<file path="src/rtl/h2bp_seq_alu.sv">
// h2bp_seq_alu: multi-cycle H2BP ALU with valid/ready on both sides.
// MUL is iterative shift-add, DIV is iterative restoring division.
package h2bp;
    typedef enum logic [2:0] {
        opADD, opSUB, opMUL, opDIV,
        opAND, opOR, opLSHIFT, opRSHIFT
    } operations;

    typedef struct packed {
        logic zero;
        logic negative;
        logic carry;
        logic overflow;
    } flags;
endpackage

module h2bp_seq_alu
    import h2bp::*;
#(
    parameter int WIDTH = 32,
    parameter int SHW = $clog2(WIDTH)
) (
    input  logic             clk,
    input  logic             rst,
    input  logic             in_valid,
    output logic             in_ready,
    input  logic [2:0]       op,
    input  logic [WIDTH-1:0] a,
    input  logic [WIDTH-1:0] b,
    output logic             out_valid,
    input  logic             out_ready,
    output logic [WIDTH-1:0] result,
    output flags             flags_o,
    output logic             busy
);

    typedef enum logic [1:0] {
        IDLE, MUL_ITER, DIV_ITER, DONE
    } state_t;

    state_t           state;
    logic [WIDTH-1:0] hi;
    logic [WIDTH-1:0] lo;
    logic [WIDTH-1:0] dv;
    logic [SHW-1:0]   cnt;

    logic [WIDTH:0]   sum;
    logic [WIDTH:0]   dif;
    logic [WIDTH:0]   lsh;
    logic [WIDTH:0]   rsh;
    logic [SHW-1:0]   amt;
    logic             big;
    logic             is_mul;
    logic             is_div;
    logic [WIDTH-1:0] s_res;
    logic             s_c;
    logic             s_v;

    assign sum = {1'b0, a} + {1'b0, b};
    assign dif = {1'b0, a} - {1'b0, b};
    assign amt = b[SHW-1:0];
    assign big = |b[WIDTH-1:SHW];
    // The extra bit on each side catches the last bit shifted out.
    assign lsh = {1'b0, a} << amt;
    assign rsh = {a, 1'b0} >> amt;

    assign is_mul = (operations'(op) == opMUL);
    assign is_div = (operations'(op) == opDIV) && (b != '0);

    always_comb begin
        s_res = '0;
        s_c   = 1'b0;
        s_v   = 1'b0;
        unique case (operations'(op))
            opADD: begin
                s_res = sum[WIDTH-1:0];
                s_c   = sum[WIDTH];
                s_v   = (a[WIDTH-1] == b[WIDTH-1])
                      && (sum[WIDTH-1] != a[WIDTH-1]);
            end
            opSUB: begin
                s_res = dif[WIDTH-1:0];
                s_c   = dif[WIDTH];
                s_v   = (a[WIDTH-1] != b[WIDTH-1])
                      && (dif[WIDTH-1] != a[WIDTH-1]);
            end
            opMUL: s_res = '0;
            opDIV: begin
                s_res = '1;
                s_v   = 1'b1;
            end
            opAND: s_res = a & b;
            opOR:  s_res = a | b;
            opLSHIFT: begin
                s_res = big ? '0 : lsh[WIDTH-1:0];
                s_c   = big ? 1'b0 : lsh[WIDTH];
            end
            opRSHIFT: begin
                s_res = big ? '0 : rsh[WIDTH:1];
                s_c   = big ? 1'b0 : rsh[0];
            end
        endcase
    end

    logic [WIDTH:0]   madd;
    logic [WIDTH-1:0] m_hi;
    logic [WIDTH-1:0] m_lo;
    logic [WIDTH:0]   rem_sh;
    logic [WIDTH:0]   rdiff;
    logic             ge;
    logic [WIDTH-1:0] d_rem;
    logic [WIDTH-1:0] d_q;
    logic             last;

    assign madd   = {1'b0, hi} + (lo[0] ? {1'b0, dv} : '0);
    assign m_hi   = madd[WIDTH:1];
    assign m_lo   = {madd[0], lo[WIDTH-1:1]};
    // rem < dv keeps rdiff below 2^WIDTH when no borrow occurs.
    assign rem_sh = {hi, lo[WIDTH-1]};
    assign rdiff  = rem_sh - {1'b0, dv};
    assign ge     = !rdiff[WIDTH];
    assign d_rem  = ge ? rdiff[WIDTH-1:0] : rem_sh[WIDTH-1:0];
    assign d_q    = {lo[WIDTH-2:0], ge};
    assign last   = (cnt == SHW'(WIDTH - 1));

    function automatic flags mk(
        input logic [WIDTH-1:0] r,
        input logic             c,
        input logic             v
    );
        flags f;
        f.zero     = (r == '0);
        f.negative = r[WIDTH-1];
        f.carry    = c;
        f.overflow = v;
        return f;
    endfunction

    always_ff @(posedge clk) begin
        if (rst) begin
            state     <= IDLE;
            in_ready  <= 1'b1;
            out_valid <= 1'b0;
            busy      <= 1'b0;
            result    <= '0;
            flags_o   <= '0;
            hi        <= '0;
            lo        <= '0;
            dv        <= '0;
            cnt       <= '0;
        end else begin
            unique case (state)
                IDLE: begin
                    if (in_valid) begin
                        in_ready <= 1'b0;
                        cnt      <= '0;
                        hi       <= '0;
                        unique case (1'b1)
                            is_mul: begin
                                lo    <= b;
                                dv    <= a;
                                busy  <= 1'b1;
                                state <= MUL_ITER;
                            end
                            is_div: begin
                                lo    <= a;
                                dv    <= b;
                                busy  <= 1'b1;
                                state <= DIV_ITER;
                            end
                            default: begin
                                result    <= s_res;
                                flags_o   <= mk(s_res, s_c, s_v);
                                out_valid <= 1'b1;
                                state     <= DONE;
                            end
                        endcase
                    end
                end
                MUL_ITER: begin
                    hi  <= m_hi;
                    lo  <= m_lo;
                    cnt <= cnt + 1'b1;
                    if (last) begin
                        result    <= m_lo;
                        flags_o   <= mk(m_lo, |m_hi, |m_hi);
                        busy      <= 1'b0;
                        out_valid <= 1'b1;
                        state     <= DONE;
                    end
                end
                DIV_ITER: begin
                    hi  <= d_rem;
                    lo  <= d_q;
                    cnt <= cnt + 1'b1;
                    if (last) begin
                        result    <= d_q;
                        flags_o   <= mk(d_q, 1'b0, 1'b0);
                        busy      <= 1'b0;
                        out_valid <= 1'b1;
                        state     <= DONE;
                    end
                end
                DONE: begin
                    if (out_ready) begin
                        out_valid <= 1'b0;
                        in_ready  <= 1'b1;
                        state     <= IDLE;
                    end
                end
            endcase
        end
    end

endmodule

</file>
<file path="config.mk">
export PLATFORM = sky130hd
export DESIGN_NAME = h2bp_seq_alu
export DESIGN_NICKNAME = d
export VERILOG_FILES = /design/src/rtl/h2bp_seq_alu.sv
export SDC_FILE = /design/constraint.sdc
export NUM_CORES = 1
export LEC_CHECK = 0
export ABC_CLOCK_PERIOD_IN_PS = 9900
export CORE_MARGIN = 4
export CORE_UTILIZATION = 55
export DETAILED_ROUTE_END_ITERATION = 8
export GPL_TIMING_DRIVEN = 1
export PLACE_DENSITY = 0.74
export SYNTH_ARGS = -nofsm -noshare
export SYNTH_HDL_FRONTEND = slang
export SYNTH_SLANG_ARGS = --single-unit
</file>
<file path="constraint.sdc">
create_clock -name clk -period 9.9 [get_ports clk]
set_clock_uncertainty 0.15 [all_clocks]
set_input_delay 1.98 -clock clk [delete_from_list [all_inputs] [get_ports clk]]
set_output_delay 1.98 -clock clk [all_outputs]
set_load 0.1 [all_outputs]
</file>
# After elaboration in Yosys (flattened, before gate mapping)
# Cells that the tools add are included.
# op_classes
order_cmp	0
mul	0
n_eq_ne	23
bitwise	2
shifts	2
reduce_logical	27
n_div	0
add_sub_neg	5
mux	44
# ops
cell	n
32-bit 2-to-1 mux	10
32-bit case mux with 3 select lines	3
32-bit case mux with 8 select lines	1
32-bit case mux with 2 select lines	2
32-bit zero test	3
32-bit by 32-bit adder with 33-bit output	2
32-bit by 5-bit << shifter with 33-bit output	1
33-bit by 5-bit right shift with 33-bit output	1
32-bit by 32-bit subtractor with 33-bit output	1
33-bit by 32-bit subtractor with 33-bit output	1
32-bit AND	1
32-bit OR	1
32-bit nonzero test	1
32-bit OR reduction	1
27-bit OR reduction	1
4-bit 2-to-1 mux	4
3-bit == test, second input constant	4
2-bit != test, second input constant	6
4-bit case mux with 3 select lines	1
3-bit AND reduction	4
1-bit 2-to-1 mux	11
5-bit case mux with 2 select lines	1
4-bit AND reduction	2
3-bit by 2-bit == test with 1-bit output, second input constant	2
other kinds (25)	38
# word_totals
latch_bits	0
elab_cells	116
memories	0
input_bits	71
out_inout_bits	39
ram_bits	0
mem_bits_ro	0
ff_bits	142

# Depth between registers and ports, before layout
# Gate-level depths: netlist of run 1.
# depth
word_depth	7
mapped_depth	18
ltp_nobuf	15

# Least setup slack after synthesis of run 1
# No wires, ideal clock.
# synth_timing
kind	input to register
start	input b[3]
end	register flags_o[3] (netlist bit)
n_path_buf	4
path_slack_ps	3284
setup_time_ps	88
cell_stages	17
required_time_ps	9662
arrival_ps	6378
cell_sequence	clkbuf_1 inv_1 clkbuf_1 clkbuf_1 clkbuf_1 ha_1 inv_1 o311ai_0 a2111oi_0 a31oi_1 o31ai_1 a2111o_1 nand3_1 nor4_1 nand4_1 or4_1 o32ai_2
# synth_via
elab_chain_cells	7
word_cells_on_any_way	18
classes_between	add/sub (2); eq/ne (1); shift (2); mux (6); bitwise (2); reduce/logical (5)
# synth_rtl
element	line	text
from (decl)	29	input logic [WIDTH-1:0] b,
branches (longest 7 deep; another with 32-bit by 32-bit subtractor with 33-bit output)	-	
to (signal assigned)	173	flags_o <= mk(s_res, s_c, s_v);
to (signal assigned)	186	flags_o <= mk(m_lo, |m_hi, |m_hi);
to (signal assigned)	198	flags_o <= mk(d_q, 1'b0, 1'b0);
to (decl)	33	output flags flags_o,
# Several ways; the timed one is not identified. The select of a mux whose other input is x is not followed.
# A chain may end at the register's enable or synchronous reset.

# Final worst setup path of run 1
# layout_timing
start	input a[13]
end	register flags_o[3] (netlist bit)
# layout_via
elab_chain_cells	7
word_cells_on_any_way	13
classes_between	add/sub (2); shift (2); mux (6); bitwise (2); reduce/logical (1)
# layout_rtl
element	line	text
from (decl)	28	input logic [WIDTH-1:0] a,
branches (longest 2 deep; another with 32-bit by 32-bit subtractor with 33-bit output)	-	
32-bit case mux with 8 select lines (*)	74	unique case (operations'(op))
32-bit zero test (*)	132	f.zero = (r == '0);
4-bit 2-to-1 mux (*)	158	unique case (1'b1)
4-bit 2-to-1 mux (*)	154	if (in_valid) begin
4-bit case mux with 3 select lines (*)	152	unique case (state)
# Every way passes the cells marked *. The select of a mux whose other input is x is not followed.

==> flow_metrics.py, run 1 <==
metrics = {
    "synthesis": {
        "synth_ff_type": "dfxtp_1",
        "yosys.area.top_type": "dfxtp_1",
        "syn_inst": 2760,
        "synth_edf_count": 0,
        "syn_area_per_cell_um2": 7.346,
        "synth_warnings": 0,
        "ys_ff_latch": 141,
        "netlist_area_mm2": 0.02027,
        "yosys-top-cells-area": "dfxtp_1, ha_1, mux4_2",
        "yosysTopAreaCellShare_pct": 13.92,
        "synthArstFlopShare_pct": 0,
        "synthTopCellsByCount": "nor2_1, a21oi_1, nand2_1, o21ai_0, clkbuf_1",
        "synth_nets": 3003,
        "yosysMostFrequentCell": "nor2_1",
        "synthDistinctLibCells": 85,
        "yosysSeqAreaShare_pct": 13.92,
    },
    "sta": {
        "setup_viol": 0,
        "worstMarginPinSlew_ns": 1.285,
        "fin_tns_setup_ns": 0,
        "layout_worst_path_cycle_share_pct": 73.28,
        "slew_headroom_pct": 13.13,
        "fmax_mhz": 137.8,
        "rsz0062_at_grt": "no",
        "slew_violations": 0,
        "hold_violations": 0,
        "post-route-min-period_ns": 7.254,
    },
    "drt": {
        "ant_nets": 0,
        "wl_per_cell_um": 27.78,
        "drt-initial-drc-count": 2998,
        "dr.pass1.iters": 9,
        "via_per_inst": 7.275,
        "vias": 23140,
        "drc": 0,
        "finalWirelength_um": 88340,
    },
    "placement": {
        "place_congestion": 1.067,
        "dp_hpwl_um": 66870,
        "port_buffers": 109,
        "placed_area_mm2": 0.02135,
    },
    "finish": {
        "fill_cells": 3371,
        "syn_to_final_growth_pct": 8.313,
        "antenna_cells": 0,
        "drive_gt1_share_pct": 7.448,
        "nNetsFinal": 2942,
        "final_area_mm2": 0.02196,
    },
    "setup_path": {
        "endpoint_kind": "register",
        "crit_top_cell": "o21ai_0",
        "critPathMaxFanout": 18,
        "cp_slowest_stage_delay_ns": 0.85,
        "slowest_stage": "clkdlybuf4s50_1",
        "crit_chain": "clkdlybuf4s50_1, inv_1, ha_1, o21ai_0, or4_1, o211a_1, o41ai_1, a221o_1, a21oi_1, xnor2_1, o21ai_0, or3b_2, o32ai_2",
        "cp-start-kind": "input pin",
        "ff2ff_setup_slack_ns": 4.41,
        "worstPathArrival_ns": 7.47,
        "path_class": "in -> reg",
        "critical_path_required_ns": 10.12,
    },
    "run_status": {
        "outcome": "finished clean",
    },
    "clocking": {
        "cts_tree": "built",
        "clkSlewWorstSetupHoldPaths_ns": 0.07,
        "clkLatencyLatePin_ns": 0.46,
        "post-cts-setup-buffers": 0,
        "post_cts_resized": 0,
        "clock_sinks": 141,
        "cts_root_buf": "clkbuf_16",
        "cts_buffer_depth": 2,
        "cts_hold_buf": 0,
        "h-tree-depth": 4,
        "cts_made_buffers": 17,
    },
    "global_route": {
        "grt_pass1_wl_um": 130500,
        "grt_usage_pct": 42.48,
        "grt_pass1_vias": 21380,
        "grt_max_degree": 69,
        "grt-ovfl-total": 0,
        "antenna_found_initial": 3,
    },
    "power_and_ir_drop": {
        "max-vdd-ir-drop_v": 0.0002492,
        "powerDensity_mw_per_mm2": 186.4,
        "p_leak_nw": 8.735,
    },
    "flow_run": {
        "max_cap_viol_count": 0,
    },
    "floorplanning": {
        "die-area_mm2": 0.04000,
        "start_util_pct": 55.51,
        "ios": 110,
        "fp.coreArea_mm2": 0.03652,
        "die_h_um": 200.0,
        "die_w_um": 200.0,
        "placementRows": 70,
    },
    "hold_path": {
        "hold_path.class": "reg -> reg",
    },
}
## power breakdown
| group | internal, W | switching [W] |
|---|---|---|
| registers | 0.000712 | 0.000167 |
| logic | 0.000820 | 0.00173 |
| clock network | 0.000380 | 0.000289 |
| total | 0.00191 | 0.00218 |
## state kept, by name (all words and copies together), names as in the netlist
register,flops
flags_o,3
state,2
out_valid,1
hi,32
in_ready,1
lo,32
busy,1
dv,32
result,32
cnt,5
## worst paths after layout
kind          start    endpoint  cells after the start
min          cnt[4]      cnt[4]                      2
max           a[13]  flags_o[3]                     13
max reg2reg   lo[0]  flags_o[1]                     13
min reg2reg  cnt[4]      cnt[4]                      2
## metal layers
metal | GRT usage, % | up-vias | wire, um | share of wire (%)
li1 | - | 10210 | - | -
met1 | 52.50 | 10890 | 32410 | 37
met2 | 65.37 | 1618 | 38080 | 43
met3 | 11.45 | 418 | 10360 | 12
met4 | 27.60 | 6 | 7444 | 8.4
met5 | 0 | - | 41 | 0.046
## worst max-delay path, delay by kind of cell
kind                     cells  cell delay, ns
AO/OA/AOI/OAI                7            2.58
XOR/XNOR                     1            0.14
adder cells (fa/ha/maj)      1            0.72
buffers and inverters        2            0.98
AND/OR/NAND/NOR              2            1.07
## cell families after synthesis
kind of cell               synth area share (%)
AOI/OAI and AO/OA                         31.86
and+or+nand+nor                           19.71
buffers and inverters                     7.819
adders and majority gates                 10.76
muxes                                     12.86
DFF                                       13.92
xor gates and xnor gates                  3.067
## layout make-up
cell class / count / area, um^2 / area share (%)
well taps: 468 / 585.6 / 2.667
repair buffers: 150 / 1386 / 6.313
inverters: 170 / 638.1 / 2.906
multi-input cells: 2219 / 15920 / 72.50
clock buffers: 17 / 425.4 / 1.937
flip-flops and latches: 141 / 2823 / 12.85
clock inverters: 15 / 180.2 / 0.8205
## per-stage QoR
stage / setup WS, ns / power (W) / instances / hold WS (ns) / utilization, %
2_1_floorplan: 3.284 / 0.002639 / 2760 / 0.2862 / -
3_3_place_gp: 2.173 / 0.003286 / 3147 / 0.2937 / 58.46
3_5_place_dp: 2.423 / 0.003337 / 3148 / 0.3000 / 58.47
4_1_cts: 2.839 / 0.004023 / 3180 / 0.3111 / 60.13
5_1_grt: 2.467 / 0.004282 / 3180 / 0.3227 / 60.13
6_report: 2.646 / 0.004094 / 3180 / 0.3090 / 60.13
## layout by cell type, fill, tap and decap left out, types with 42 or more instances in the layout
cell type and instances:
inv_1 169, nand2_1 186, nor2_1 307, a22oi_1 53, nand3_1 61, dfxtp_1 141, mux4_2 70, a21oi_1 241
clkdlybuf4s50_1 103, buf_4 42, a211oi_1 83, o21ai_0 183, ha_1 167, mux2i_1 67, o211ai_1 60, nor3_1 59
xnor2_1 42, a21o_1 47
No activity file was read; power rests on OpenSTA's default activity.
==> run 2, diff against run 1 <==
--- a/config.mk
+++ b/config.mk
@@ -5,12 +5,12 @@
 export SDC_FILE = /design/constraint.sdc
 export NUM_CORES = 1
 export LEC_CHECK = 0
-export ABC_CLOCK_PERIOD_IN_PS = 9900
+export ABC_CLOCK_PERIOD_IN_PS = 6500
 export CORE_MARGIN = 4
 export CORE_UTILIZATION = 55
 export DETAILED_ROUTE_END_ITERATION = 8
 export GPL_TIMING_DRIVEN = 1
-export PLACE_DENSITY = 0.74
+export PLACE_DENSITY = 0.77
 export SYNTH_ARGS = -nofsm -noshare
 export SYNTH_HDL_FRONTEND = slang
 export SYNTH_SLANG_ARGS = --single-unit
==> constraint.sdc (replaced) <==
create_clock -name clk -period 6.5 [get_ports clk]
set_clock_uncertainty 0.15 [all_clocks]
set_input_delay 1.3 -clock clk [delete_from_list [all_inputs] [get_ports clk]]
set_output_delay 1.3 -clock clk [all_outputs]
set_load 0.1 [all_outputs]
==> run 2 against run 1 <==
- the run now ends with DRC left
- critical path type unchanged
- total power rose by 55%
- largest cell class unchanged
- final area up 3.2%
- critical path depth grew 2
- first-iteration DRC count rose by 8.7%
- final cell count increased by 2.8%
- non-clock buffer count up 90
- wire length grew 3.2%
==> flow_metrics.py, run 2 (same netlist as run 1, synthesis figures left out) <==
metrics = {
    "run_status": {
        "outcome": "finished with violations",
        "violations": "DRC",
    },
    "hold_path": {
        "hold_path.class": "reg -> reg",
    },
    "global_route": {
        "grt_pass1_wl_um": 133300,
        "antenna_found_initial": 7,
        "grt-ovfl-total": 0,
        "grt_usage_pct": 43.55,
        "grt_max_degree": 114,
        "grt_pass1_vias": 21990,
    },
    "placement": {
        "port_buffers": 109,
        "dp_hpwl_um": 70310,
        "place_congestion": 1.131,
        "dp_cells": 3238,
        "placed_area_mm2": 0.02204,
    },
    "finish": {
        "drive_gt1_share_pct": 10.42,
        "final_area_mm2": 0.02265,
        "final_cell_mix": "nor2_1, a21oi_1, nand2_1, o21ai_0, inv_1",
        "final_common_cell": "nor2_1",
        "final_cells": 3270,
        "fill_cells": 3297,
        "antenna_cells": 0,
        "nNetsFinal": 3032,
        "syn_to_final_growth_pct": 11.73,
        "layout.core_utilization_pct": 62.02,
    },
    "floorplanning": {
        "start_util_pct": 55.51,
        "die_w_um": 200.0,
        "placementRows": 70,
        "ios": 110,
        "die_h_um": 200.0,
        "fp.coreArea_mm2": 0.03652,
        "die-area_mm2": 0.04000,
    },
    "clocking": {
        "clkLatencyLatePin_ns": 0.45,
        "post_cts_resized": 0,
        "cts_made_buffers": 17,
        "cts_root_buf": "clkbuf_16",
        "post-cts-setup-buffers": 0,
        "clock_sinks": 141,
        "cts_tree": "built",
        "clkSlewWorstSetupHoldPaths_ns": 0.06,
        "cts_hold_buf": 0,
        "cts_buffer_depth": 2,
        "h-tree-depth": 4,
    },
    "sta": {
        "setup_viol": 0,
        "hold-worst-slack_ns": 0.2989,
        "post-route-min-period_ns": 5.848,
        "slew_violations": 0,
        "layout_worst_path_cycle_share_pct": 89.97,
        "hold_violations": 0,
        "fin_tns_setup_ns": 0,
        "fmax_mhz": 171.0,
        "worstMarginPinSlew_ns": 1.306,
        "slew_headroom_pct": 12.81,
        "rsz0062_at_grt": "no",
    },
    "setup_path": {
        "cp-start-kind": "input pin",
        "ff2ff_setup_slack_ns": 1.07,
        "path_class": "in -> reg",
        "slowest_stage": "clkdlybuf4s50_1",
        "crit_chain": "clkdlybuf4s50_1, nor4_1, nand4_1, or2_2, o311a_1, buf_4, or2_2, nor3_1, nand4_1, nor4b_1, buf_4, nand3_1, nor4_1, buf_4, o32ai_1",
        "path_buf_inv": 4,
        "worstPathArrival_ns": 6.00,
        "crit_top_cell": "buf_4",
        "cp_slowest_stage_delay_ns": 0.69,
        "endpoint_kind": "register",
        "critical_path_required_ns": 6.66,
        "critPathMaxFanout": 4,
        "cpLargestDelayFamily": "simple AND/OR/NAND/NOR gates",
    },
    "drt": {
        "dr.pass1.iters": 9,
        "drt-initial-drc-count": 3260,
        "top_layer_used": "met5",
        "finalWirelength_um": 91160,
        "ant_nets": 0,
        "m1WireLength_um": 33310,
        "met3RoutedLength_um": 10760,
        "drc": 5,
        "wl_met2_um": 39340,
        "vias": 23640,
        "wl_per_cell_um": 27.88,
        "via_per_inst": 7.230,
    },
    "flow_run": {
        "max_cap_viol_count": 0,
    },
    "power_and_ir_drop": {
        "p_leak_nw": 9.167,
        "max-vdd-ir-drop_v": 0.0004316,
        "powerDensity_mw_per_mm2": 280.6,
    },
}
[run 2: where the power goes]
part | switching, W | leakage [nW] | internal [W]
logic | 0.00267 | 7.72 | 0.00133
clock network | 0.000426 | 0.292 | 0.000593
registers | 0.000248 | 1.15 | 0.00108
total | 0.00335 | 9.17 | 0.00301
[run 2: final timing paths]
kind                end  depth (start not counted)       start
max          flags_o[0]                         15       b[29]
max reg2reg  flags_o[0]                         16       lo[0]
min reg2reg  result[10]                          2  result[10]
min          result[10]                          2  result[10]
[run 2: metal layers]
| layer | track usage, % | up-vias |
|---|---|---|
| li1 | - | 10390 |
| met1 | 53.05 | 11100 |
| met2 | 67.84 | 1704 |
| met3 | 11.16 | 442 |
| met4 | 29.28 | 8 |
| met5 | 0 | - |
[run 2: final cells by class]
cell class	count	area (um^2)	share of cell area [%]
Tap cell	468	585.6	2.585
Clock inverter	13	153.9	0.6794
Multi-Input combinational cell	2219	15920	70.29
Timing Repair Buffer	240	2077	9.169
Clock buffer	19	452.9	2.000
Inverter	170	638.1	2.817
Sequential cell	141	2823	12.46
[run 2: worst reg2reg max path, delay by kind of cell, from the launching register on]
kind                       cells  cell delay (ns)
and+or+nand+nor                6             1.95
DFF                            1             1.19
AOI/OAI and AO/OA              5             0.92
adders and majority gates      2             0.62
buffers and inverters          2             0.26
xor gates and xnor gates       1             0.18
[run 2: per-stage QoR]
| stage | setup WS (ns) | power (W) |
|---|---|---|
| final | 0.6518 | 0.006356 |
| after global placement | 0.3428 | 0.005122 |
| after detailed placement | 0.3682 | 0.005198 |
| after global routing | 0.5050 | 0.006646 |
| after CTS | 0.8318 | 0.006245 |
| after floorplan | 0.5637 | 0.004019 |
